[config.mk]
export PLATFORM = sky130hd
export DESIGN_NAME = maze_job_ctrl
export DESIGN_NICKNAME = d
export VERILOG_FILES = /design/src/rtl/maze_pkg.sv /design/src/rtl/maze_row_serializer.sv /design/src/rtl/maze_job_ctrl.sv
export SDC_FILE = /design/constraint.sdc
export NUM_CORES = 1
export LEC_CHECK = 0
export CAP_MARGIN = 10
export CORE_ASPECT_RATIO = 1.1
export CORE_MARGIN = 8
export CORE_UTILIZATION = 58
export DETAILED_ROUTE_END_ITERATION = 6
export GPL_ROUTABILITY_DRIVEN = 1
export GPL_TIMING_DRIVEN = 1
export HOLD_SLACK_MARGIN = 0.02
export PLACE_DENSITY_LB_ADDON = 0.08
export SYNTH_ARGS = -nofsm -noshare
export SYNTH_HDL_FRONTEND = slang
export SYNTH_SLANG_ARGS = --single-unit
[constraint.sdc]
create_clock -name clk -period 3.2 [get_ports clk]
set_clock_uncertainty 0.15 [all_clocks]
set_input_delay 0.64 -clock clk [delete_from_list [all_inputs] [get_ports clk]]
set_output_delay 0.64 -clock clk [all_outputs]
set_load 0.01 [all_outputs]
[src/rtl/maze_pkg.sv]
// maze_pkg: shared constants, direction and result encodings, controller state
// type and the error-priority helper used by the maze job controller.
package maze_pkg;

  localparam int N             = 17;
  localparam int NN            = N * N;
  localparam int SOLVE_TIMEOUT = 63;
  localparam int MAX_STEPS     = 289;
  localparam int COOLDOWN      = 2;

  // Sized copies so register compares stay width-matched.
  localparam logic [4:0] N_POS    = 5'(N);
  localparam logic [4:0] COL_LAST = 5'(N - 1);
  localparam logic [8:0] BIT_LAST = 9'(NN - 1);
  localparam logic [8:0] STEP_MAX = 9'(MAX_STEPS);
  localparam logic [5:0] WD_LAST  = 6'(SOLVE_TIMEOUT - 1);
  localparam logic [1:0] CD_INIT  = 2'(COOLDOWN - 1);

  localparam logic [1:0] DIR_RIGHT = 2'd0;
  localparam logic [1:0] DIR_DOWN  = 2'd1;
  localparam logic [1:0] DIR_LEFT  = 2'd2;
  localparam logic [1:0] DIR_UP    = 2'd3;

  localparam logic [1:0] ERR_OK       = 2'd0;
  localparam logic [1:0] ERR_TIMEOUT  = 2'd1;
  localparam logic [1:0] ERR_BAD_PATH = 2'd2;
  localparam logic [1:0] ERR_TOO_LONG = 2'd3;

  typedef enum logic [2:0] {
    S_IDLE,
    S_LOAD,
    S_WAIT_SOLVE,
    S_STREAM,
    S_REPORT,
    S_COOLDOWN
  } state_t;

  // Timeout outranks too-long, which outranks bad path.
  function automatic logic [1:0] pick_err(input logic timeout,
                                          input logic too_long,
                                          input logic bad_path);
    if (timeout)       return ERR_TIMEOUT;
    else if (too_long) return ERR_TOO_LONG;
    else if (bad_path) return ERR_BAD_PATH;
    else               return ERR_OK;
  endfunction

endpackage

[src/rtl/maze_row_serializer.sv]
// maze_row_serializer: two-entry ping-pong row buffer feeding the solver's
// 1-bit load stream, row-major, bit k of each word first.
// Ports:
//   clk, rst_n              clock, async active-low reset
//   en                      controller allows row acceptance
//   row_valid/row_data      host row word
//   row_ready               a row can be taken this cycle
//   sol_in_valid/sol_in     serial load stream to the solver
//   load_done               high in the cycle carrying the last of N*N bits
module maze_row_serializer import maze_pkg::*; (
  input  logic         clk,
  input  logic         rst_n,
  input  logic         en,
  input  logic         row_valid,
  input  logic [N-1:0] row_data,
  output logic         row_ready,
  output logic         sol_in_valid,
  output logic         sol_in,
  output logic         load_done
);

  logic [N-1:0] buf_q [2];
  logic         wr_ptr;
  logic         rd_ptr;
  logic [1:0]   fill;
  logic [4:0]   rows_acc;
  logic [4:0]   col;
  logic [8:0]   bit_cnt;
  logic         push;
  logic         pop;

  assign row_ready    = en && (fill != 2'd2) && (rows_acc < N_POS);
  assign sol_in_valid = (fill != 2'd0);
  assign sol_in       = sol_in_valid && buf_q[rd_ptr][col];
  assign load_done    = sol_in_valid && (bit_cnt == BIT_LAST);
  assign push         = row_valid && row_ready;
  assign pop          = sol_in_valid && (col == COL_LAST);

  always_ff @(posedge clk or negedge rst_n) begin
    if (!rst_n) begin
      buf_q    <= '{default: '0};
      wr_ptr   <= 1'b0;
      rd_ptr   <= 1'b0;
      fill     <= 2'd0;
      rows_acc <= 5'd0;
      col      <= 5'd0;
      bit_cnt  <= 9'd0;
    end else begin
      if (push) begin
        buf_q[wr_ptr] <= row_data;
        wr_ptr        <= ~wr_ptr;
        rows_acc      <= rows_acc + 5'd1;
      end
      // An empty buffer simply stalls the stream; counters hold.
      if (sol_in_valid) begin
        col     <= pop ? 5'd0 : col + 5'd1;
        bit_cnt <= load_done ? 9'd0 : bit_cnt + 9'd1;
        if (pop) rd_ptr <= ~rd_ptr;
      end
      fill <= fill + {1'b0, push} - {1'b0, pop};
      if (load_done) begin
        rows_acc <= 5'd0;
        wr_ptr   <= 1'b0;
        rd_ptr   <= 1'b0;
      end
    end
  end

endmodule

[src/rtl/maze_job_ctrl.sv]
// maze_job_ctrl: loads a 17x17 maze into the solver core, supervises the
// solve with a watchdog, forwards and checks the move stream and issues one
// result record per job, then enforces the solver's recovery gap.
// Ports:
//   clk, rst_n                        clock, async active-low reset
//   row_valid/row_data/row_ready      host row handshake
//   sol_in_valid/sol_in               solver load stream
//   sol_out_valid/sol_out             solver move stream
//   mv_valid/mv_dir                   forwarded moves (1-cycle latency)
//   res_valid/res_steps/res_err       per-job result pulse
//   busy                              job in progress
//
// state        | meaning
// S_IDLE       | waiting for the first row of a job
// S_LOAD       | accepting rows and serializing them to the solver
// S_WAIT_SOLVE | load complete, watchdog running until first move
// S_STREAM     | forwarding moves, tracking position and step count
// S_REPORT     | one-cycle result pulse
// S_COOLDOWN   | solver recovery gap, no rows accepted
module maze_job_ctrl import maze_pkg::*; (
  input  logic         clk,
  input  logic         rst_n,
  input  logic         row_valid,
  input  logic [N-1:0] row_data,
  output logic         row_ready,
  output logic         sol_in_valid,
  output logic         sol_in,
  input  logic         sol_out_valid,
  input  logic [1:0]   sol_out,
  output logic         mv_valid,
  output logic [1:0]   mv_dir,
  output logic         res_valid,
  output logic [8:0]   res_steps,
  output logic [1:0]   res_err,
  output logic         busy
);

  state_t     state;
  logic       accept_en;
  logic       load_done;
  logic [5:0] wd;
  logic [1:0] cd;
  logic [8:0] steps;
  logic [4:0] pos_r;
  logic [4:0] pos_c;
  logic       bad_path;
  logic       too_long;
  logic [4:0] r_nxt;
  logic [4:0] c_nxt;
  logic       off_grid;
  logic       take_move;
  logic       at_goal;

  maze_row_serializer u_ser (
    .clk          (clk),
    .rst_n        (rst_n),
    .en           (accept_en),
    .row_valid    (row_valid),
    .row_data     (row_data),
    .row_ready    (row_ready),
    .sol_in_valid (sol_in_valid),
    .sol_in       (sol_in),
    .load_done    (load_done)
  );

  assign busy      = (state != S_IDLE);
  assign take_move = sol_out_valid && ((state == S_WAIT_SOLVE) || (state == S_STREAM));
  assign at_goal   = (pos_r == N_POS) && (pos_c == N_POS);

  // Position after the incoming move; wrap-around of the 5-bit registers
  // lands outside 1..N and is caught as off-grid as well.
  always_comb begin
    r_nxt = pos_r;
    c_nxt = pos_c;
    case (sol_out)
      DIR_RIGHT: c_nxt = pos_c + 5'd1;
      DIR_DOWN:  r_nxt = pos_r + 5'd1;
      DIR_LEFT:  c_nxt = pos_c - 5'd1;
      default:   r_nxt = pos_r - 5'd1;
    endcase
    off_grid = (r_nxt == 5'd0) || (r_nxt > N_POS) || (c_nxt == 5'd0) || (c_nxt > N_POS);
  end

  always_ff @(posedge clk or negedge rst_n) begin
    if (!rst_n) begin
      state     <= S_IDLE;
      accept_en <= 1'b0;
      wd        <= 6'd0;
      cd        <= 2'd0;
      steps     <= 9'd0;
      pos_r     <= 5'd1;
      pos_c     <= 5'd1;
      bad_path  <= 1'b0;
      too_long  <= 1'b0;
      mv_valid  <= 1'b0;
      mv_dir    <= 2'd0;
      res_valid <= 1'b0;
      res_steps <= 9'd0;
      res_err   <= 2'd0;
    end else begin
      mv_valid  <= 1'b0;
      res_valid <= 1'b0;
      case (state)
        S_IDLE: begin
          accept_en <= 1'b1;
          if (row_valid && row_ready) state <= S_LOAD;
        end
        S_LOAD: begin
          if (load_done) begin
            state     <= S_WAIT_SOLVE;
            accept_en <= 1'b0;
            // The last load-bit cycle counts as watchdog cycle 0.
            wd        <= 6'd1;
            steps     <= 9'd0;
            pos_r     <= 5'd1;
            pos_c     <= 5'd1;
            bad_path  <= 1'b0;
            too_long  <= 1'b0;
          end
        end
        S_WAIT_SOLVE: begin
          if (sol_out_valid) begin
            state <= S_STREAM;
          end else begin
            wd <= wd + 6'd1;
            if (wd == WD_LAST) begin
              state     <= S_REPORT;
              res_valid <= 1'b1;
              res_steps <= 9'd0;
              res_err   <= ERR_TIMEOUT;
            end
          end
        end
        S_STREAM: begin
          if (!sol_out_valid) begin
            state     <= S_REPORT;
            res_valid <= 1'b1;
            res_steps <= steps;
            res_err   <= pick_err(1'b0, too_long, bad_path || !at_goal);
          end
        end
        S_REPORT: begin
          state <= S_COOLDOWN;
          cd    <= CD_INIT;
        end
        S_COOLDOWN: begin
          if (cd == 2'd0) begin
            state     <= S_IDLE;
            accept_en <= 1'b1;
          end else begin
            cd <= cd - 2'd1;
          end
        end
        default: state <= S_IDLE;
      endcase

      if (take_move) begin
        mv_valid <= 1'b1;
        mv_dir   <= sol_out;
        pos_r    <= r_nxt;
        pos_c    <= c_nxt;
        if (off_grid) bad_path <= 1'b1;
        if (steps == STEP_MAX) too_long <= 1'b1;
        else                   steps    <= steps + 9'd1;
      end
    end
  end

endmodule

==> flow_metrics.env, run 1 <==
export IMPL_hold_viol=0
export IMPL_crit_type="flop to output pin"
export IMPL_timing_max_cap_violations=0
export IMPL_synthAdderAreaFrac_pct=5.258
export IMPL_ff2ff_setup_slack_ps=550
export IMPL_setup_tns_ps=0
export IMPL_reg2reg_from="u_ser.rows_acc[3]"
export IMPL_setup_viol=0
export IMPL_whs_ps=159.6
export IMPL_setup_slack_ps=234.9
export IMPL_clock_sinks=105
export IMPL_pwr_share_seq_pct=47.9
export IMPL_clock_latency_ps=360
export IMPL_fmax_mhz=337.3
export IMPL_start_util_pct=59.53
export IMPL_antenna_found_initial=0
export IMPL_core_um2=8874
export IMPL_r2r_cells=6
export IMPL_worst_pin_slew_ps=706.4
export IMPL_htree_levels=3
export IMPL_critPathSlowestCell="clkdlybuf4s50_1"
export IMPL_pwr_share_clk_pct=19.3
export IMPL_p_int_w=0.002805
export IMPL_period_share_pct=92.66
export IMPL_die_area_um2=12420
export IMPL_synthFlopType="dfrtp_1"
export IMPL_critPathBufInv=1
export IMPL_die_w_um=107.0
export IMPL_diodes=0
export IMPL_die_h_um=116.1
export IMPL_path_cells="or4_1 -> a221oi_2 -> clkdlybuf4s50_1"
export IMPL_grt_max_degree=57
export IMPL_synth_top_area_share_pct=48.79
export IMPL_p_per_area_nw_per_um2=686.9
export IMPL_port_buffers=41
export IMPL_wirelength_mm=10.68
export IMPL_synth_simple_area_share_pct=14.31
export IMPL_cts_hold_buf=0
export IMPL_cts_root_buf="clkbuf_8"
export IMPL_cp_top_family="buffers and inverters"
export IMPL_wl_per_cell_um=17.05
export IMPL_netlist_area_um2=5283
export IMPL_ios=42
export IMPL_synth_edf_count=0
export IMPL_vias=3637
export IMPL_hold_class="input port to asynchronous set/reset pin"
export IMPL_hpwl_mm=7.577
export IMPL_endpoint_kind="output pin"
export IMPL_ys_seq_area_share_pct=49.79
export IMPL_ys_types=61
export IMPL_core_rowCount=36
export IMPL_cts_tree="yes"
export IMPL_via_per_inst=5.810
export IMPL_clk_pin_slew_ps=110
export IMPL_rsz0062_at_grt="no"
export IMPL_fin_nets=551
export IMPL_status="finished clean"
export IMPL_combPwrFrac_pct=32.8
export IMPL_grt_pass1_wl_mm=18.75
export IMPL_final_common_cell="dfrtp_1"
export IMPL_max_stage_delay_ps=590
export IMPL_grt_pass1_vias=3836
export IMPL_syn_nets=504
export IMPL_crit_arrival_ps=2180
export IMPL_final_min_clock_period_ps=2965
export IMPL_synth_largest_area_cell="dfrtp_1"
export IMPL_postSynthCellCount=460
export IMPL_worstPathRequired_ps=2410
export IMPL_grt_use_total_pct=18.67
export IMPL_gp_congestion=0.8472
export IMPL_slew_headroom_pct=52.91
export IMPL_most_common_layout_cells="dfrtp_1 (102), clkdlybuf4s50_1 (39), nand2_1 (32)"
export IMPL_netSwitchingFraction_pct=32.43
export IMPL_timing_rr_end="u_ser.buf_q[18]"
export IMPL_pre_cts_slack_ps=37.73
export IMPL_yosysWarnings=0
export IMPL_crit_path_start_kind="flop"
export IMPL_p_leak_nw=2.661
export IMPL_async_reset_ff_share_pct=100.0
export IMPL_utilization_pct=68.12
export IMPL_synth_compound_area_share_pct=9.687
export IMPL_muxShareOfSynthArea_pct=13.19
export IMPL_grt_overflow_total=0
export IMPL_final_antenna_net_count=0
export IMPL_synth_seq_cells=105
export IMPL_path_max_fanout=3
export IMPL_synthTopCellsByArea="dfrtp_1 (49%), ha_1 (4.5%), mux4_2 (3.8%), mux2_2 (3.6%), mux2_4 (2.8%)"
export IMPL_synthXorXnorAreaFrac_pct=4.145
export IMPL_drive_gt1_share_pct=15.43
export IMPL_drtIter0Drc=145
export IMPL_power_switching_w=0.001347
export IMPL_avgSynthCellArea_um2=11.48
export IMPL_total_power_w=0.004152
export IMPL_irDropWorstVdd_mv=0.3020
export IMPL_syn_to_final_growth_pct=14.42
export IMPL_cts_setup_buffers=0
export IMPL_drc=0
export IMPL_drv_slew=0
export IMPL_first_pass_iters=4
export IMPL_synth_top_family_by_area="simple AND/OR/NAND/NOR gates"
export IMPL_numCtsBuffers=9
export IMPL_clk_path_buf_depth=2
[worst register-to-register path: stages (launching register included)]
cell      delay (ps)
dfrtp_1          420
or4_1            550
a221oi_2         280
and2_1           320
and2b_1          160
buf_4            290
mux2_2           380
[logic make-up (layout without fill, tap and decap cells)]
| group | after synthesis | after routing |
|---|---|---|
| adders and majority gates | 21 | 21 |
| and+or+nand+nor | 143 | 143 |
| AOI/OAI and AO/OA | 76 | 76 |
| DFF | 105 | 105 |
| buffers and inverters | 40 | 92 |
| muxes | 50 | 50 |
| xor gates and xnor gates | 25 | 25 |
[through the flow]
stage	cell area (µm²)	std cells
after floorplan	5283	460
after global placement	5849	610
after detailed placement	5849	610
after CTS	6043	626
after global routing	6045	626
final	6045	626
[worst max path at each step]
stage	from	endpoint	slack, ps	cells after the start
detailed placement	sol_out[1]	bad_path	40	10
CTS	u_ser.rd_ptr	sol_in	60	5
finish	u_ser.rows_acc[3]	row_ready	230	3
global placement	sol_out[0]	bad_path	140	9
floorplan	sol_out[0]	bad_path	330	9
global route	u_ser.rd_ptr	sol_in	130	5
[registers in the layout (all words and copies together), names as in the netlist, 2 cells and up]
name,flops
cd,2
mv_dir,2
pos_c,5
pos_r,5
res_err,2
res_steps,9
state,3
steps,9
u_ser.bit_cnt,9
u_ser.buf_q,34
u_ser.col,5
u_ser.fill,2
u_ser.rows_acc,5
wd,6
[synthesized netlist by cell type, drive strengths merged (7+ instances only)]
library cell and number:
dfrtp 103, mux2 37, nand2 33, nor2 30, o21ai 27, nand3 21
ha 19, inv 18, clkbuf 14, xnor2 14, nand4 13, a22o 12
xor2 11, a21oi 10, mux4 9, buf 8, or3 7
[routing by layer]
layer,GRT usage (%),wire (µm)
met5,0,0
met2,32.89,5485
met4,5.728,70
met3,3.477,413
met1,22.71,4706
[power groups by stage]
| stage | registers [W] | clock network, W | logic (W) |
|---|---|---|---|
| 2_1_floorplan | 0.00188 | 0 | 0.00112 |
| 3_3_place_gp | 0.00199 | 0 | 0.00134 |
| 3_5_place_dp | 0.00201 | 0 | 0.00138 |
| 4_1_cts | 0.00199 | 0.000822 | 0.00138 |
| 5_1_grt | 0.00204 | 0.000885 | 0.00151 |
| 6_report | 0.00199 | 0.000800 | 0.00136 |
[what timing repair did]
action,4_1_cts,5_1_grt
cloned,0,0
pin swaps,0,1
resized for setup,2,4
setup endpoints to repair,1,1
[cell type report]
class / instances / area [µm²]
Clock buffer: 10 / 137.6
Clock inverter: 6 / 56.30
Fill cell: 656 / 2829
Inverter: 18 / 67.56
Multi-Input combinational cell: 315 / 2466
Sequential cell: 105 / 2631
Tap cell: 114 / 142.6
Timing Repair Buffer: 58 / 543.0
Power figures use the tool's default switching activity.
==> inputs of run 2 (changes only) <==
--- a/config.mk
+++ b/config.mk
@@ -5,6 +5,7 @@
 export SDC_FILE = /design/constraint.sdc
 export NUM_CORES = 1
 export LEC_CHECK = 0
+export ABC_CLOCK_PERIOD_IN_PS = 3200
 export CAP_MARGIN = 10
 export CORE_ASPECT_RATIO = 1.1
 export CORE_MARGIN = 8
==> results of run 2 <==
The final DEF is identical to that of run 1; final timing and power are the same.
==> inputs of run 3 (changes only) <==
--- a/config.mk
+++ b/config.mk
@@ -5,11 +5,11 @@
 export SDC_FILE = /design/constraint.sdc
 export NUM_CORES = 1
 export LEC_CHECK = 0
-export ABC_CLOCK_PERIOD_IN_PS = 3200
+export ABC_CLOCK_PERIOD_IN_PS = 3500
 export CAP_MARGIN = 10
 export CORE_ASPECT_RATIO = 1.1
 export CORE_MARGIN = 8
-export CORE_UTILIZATION = 58
+export CORE_UTILIZATION = 63
 export DETAILED_ROUTE_END_ITERATION = 6
 export GPL_ROUTABILITY_DRIVEN = 1
 export GPL_TIMING_DRIVEN = 1
==> constraint.sdc (replaced) <==
create_clock -name clk -period 3.5 [get_ports clk]
set_clock_uncertainty 0.15 [all_clocks]
set_input_delay 0.7 -clock clk [delete_from_list [all_inputs] [get_ports clk]]
set_output_delay 0.7 -clock clk [all_outputs]
set_load 0.01 [all_outputs]
==> run 3 against run 2 <==
Sequential power shrank 8%. Total power shrank 8.8%. Flip-flop and latch count is the same. Wire length shrank 0.88%. Via count shrank 0.58%. Die area shrank 6.8%. Core utilization grew 4.3 points. Register-to-register slack gained 270 ps. Critical endpoint is now sol_in. Highest routed layer unchanged.
==> flow_metrics.env, run 3 (synthesis gave the netlist of run 1 again) <==
export IMPL_irDropWorstVdd_mv=0.2332
export IMPL_first_pass_iters=4
export IMPL_combPwrFrac_pct=32.3
export IMPL_hold_class="input port to asynchronous set/reset pin"
export IMPL_drtIter0Drc=228
export IMPL_critPathLaunch="u_ser.rd_ptr"
export IMPL_syn_to_final_growth_pct=13.52
export IMPL_grt_overflow_total=0
export IMPL_top_register="u_ser.buf_q"
export IMPL_ios=42
export IMPL_critPathSlowestCell="mux4_2"
export IMPL_core_rowCount=35
export IMPL_pre_cts_slack_ps=60.37
export IMPL_r2r_cells=9
export IMPL_drc=0
export IMPL_die_area_um2=11570
export IMPL_final_min_clock_period_ps=3072
export IMPL_htree_levels=3
export IMPL_port_buffers=41
export IMPL_wirelength_mm=10.58
export IMPL_clk_pin_slew_ps=110
export IMPL_pwr_share_seq_pct=48.3
export IMPL_crit_arrival_ps=2220
export IMPL_hold_viol=0
export IMPL_critPathBufInv=1
export IMPL_p_int_w=0.002559
export IMPL_setup_tns_ps=0
export IMPL_reg2reg_from="u_ser.fill[1]"
export IMPL_crit_type="flop to output pin"
export IMPL_path_cells="mux4_2 -> mux4_2 -> nor3b_2 -> nor3_1 -> dlymetal6s2s_1"
export IMPL_diodes=0
export IMPL_timing_max_cap_violations=0
export IMPL_ff2ff_setup_slack_ps=820
export IMPL_dr_max_layer_used="met4"
export IMPL_worstPathRequired_ps=2650
export IMPL_p_per_area_nw_per_um2=631.3
export IMPL_worst_pin_slew_ps=650.3
export IMPL_rsz0062_at_grt="no"
export IMPL_drv_slew=0
export IMPL_die_w_um=103.3
export IMPL_setup_viol=0
export IMPL_setup_slack_ps=428.3
export IMPL_path_max_fanout=5
export IMPL_pwr_share_clk_pct=19.4
export IMPL_period_share_pct=87.76
export IMPL_die_h_um=112.0
export IMPL_start_util_pct=63.82
export IMPL_nFillCells=584
export IMPL_drive_gt1_share_pct=14.26
export IMPL_endpoint="sol_in"
export IMPL_hpwl_mm=7.565
export IMPL_cts_root_buf="clkbuf_8"
export IMPL_antenna_found_initial=0
export IMPL_final_common_cell="dfrtp_1"
export IMPL_clock_latency_ps=370
export IMPL_final_antenna_net_count=0
export IMPL_grt_pass1_vias=3784
export IMPL_wl_per_cell_um=17.18
export IMPL_p_leak_nw=2.636
export IMPL_clk_path_buf_depth=2
export IMPL_cp_top_family="multiplexers"
export IMPL_timing_rr_end="u_ser.fill[1]"
export IMPL_cts_tree="yes"
export IMPL_fin_nets=544
export IMPL_via_per_inst=5.870
export IMPL_crit_path_start_kind="flop"
export IMPL_netSwitchingFraction_pct=32.42
export IMPL_max_stage_delay_ps=510
export IMPL_status="finished clean"
export IMPL_gp_congestion=0.8619
export IMPL_vias=3616
export IMPL_largest_register_ffs=34
export IMPL_endpoint_kind="output pin"
export IMPL_slew_headroom_pct=56.55
export IMPL_grt_use_total_pct=20.13
export IMPL_core_um2=8277
export IMPL_most_common_layout_cells="dfrtp_1 (101), clkdlybuf4s50_1 (39), nand2_1 (32)"
export IMPL_grt_max_degree=59
export IMPL_numCtsBuffers=9
export IMPL_grt_pass1_wl_mm=18.26
export IMPL_fmax_mhz=325.6
export IMPL_crit_cells=5
export IMPL_crit_top_cell="mux4_2"
export IMPL_clock_sinks=105
export IMPL_met2_length_mm=5.524
export IMPL_wl_met3_um=435
export IMPL_power_switching_w=0.001227
export IMPL_cts_setup_buffers=0
export IMPL_wl_met1_mm=4.462
run 3: changes by cell type in the layout (fill, tap and decap cells not counted), sizes merged:
cell          delta
clkinv           +1
dlymetal6s2s     +1
buf              -7
clkbuf           -1
inv              -1
run 3: timing repair:
item                                    4_1_cts  5_1_grt
hold buffers                                  0        0
endpoints found under the setup margin        1        1
gates resized for setup                       1        3
run 3: area by class of cell:
class,count,area [µm²],share of cell area (%)
Sequential cell,105,2633,43.90
Multi-Input combinational cell,315,2466,41.12
Timing Repair Buffer,51,498.0,8.304
Tap cell,111,138.9,2.316
Clock buffer,10,137.6,2.295
Inverter,18,67.56,1.127
Clock inverter,6,56.30,0.9389
run 3: worst min path at each step:
stage / from / end / depth (start not counted)
floorplan: rst_n / accept_en / 0
global placement: mv_dir[1] / mv_dir[1] / 2
detailed placement: mv_dir[0] / mv_dir[0] / 2
CTS: rst_n / u_ser.buf_q[27] / 1
global route: rst_n / u_ser.buf_q[11] / 1
finish: rst_n / u_ser.buf_q[28] / 1
run 3: power by group through the flow:
stage / logic (W) / registers (W) / clock network, W
2_1_floorplan: 0.00102 / 0.00172 / 0
3_3_place_gp: 0.00119 / 0.00183 / 0
6_report: 0.00122 / 0.00183 / 0.000734
5_1_grt: 0.00136 / 0.00187 / 0.000804
4_1_cts: 0.00124 / 0.00182 / 0.000760
3_5_place_dp: 0.00124 / 0.00184 / 0
run 3: per-layer routing:
layer	vias to the layer above	global-route usage (%)
met1	1799	25.43
met4	0	7.053
met2	71	32.87
met3	13	4.582
li1	1733	-
met5	-	0
run 3: stage by stage:
stage | utilization [%] | instance area (µm²) | instances | power (W) | hold WS, ps
after detailed placement | 69.99 | 5793 | 600 | 0.003074 | 324.7
after floorplan | - | 5283 | 460 | 0.002746 | 254.4
after global placement | 69.99 | 5793 | 600 | 0.003016 | 311.7
after global routing | 72.46 | 5997 | 616 | 0.004032 | 199.9
after CTS | 72.35 | 5988 | 616 | 0.003821 | 172.9
final | 72.46 | 5997 | 616 | 0.003786 | 167.7
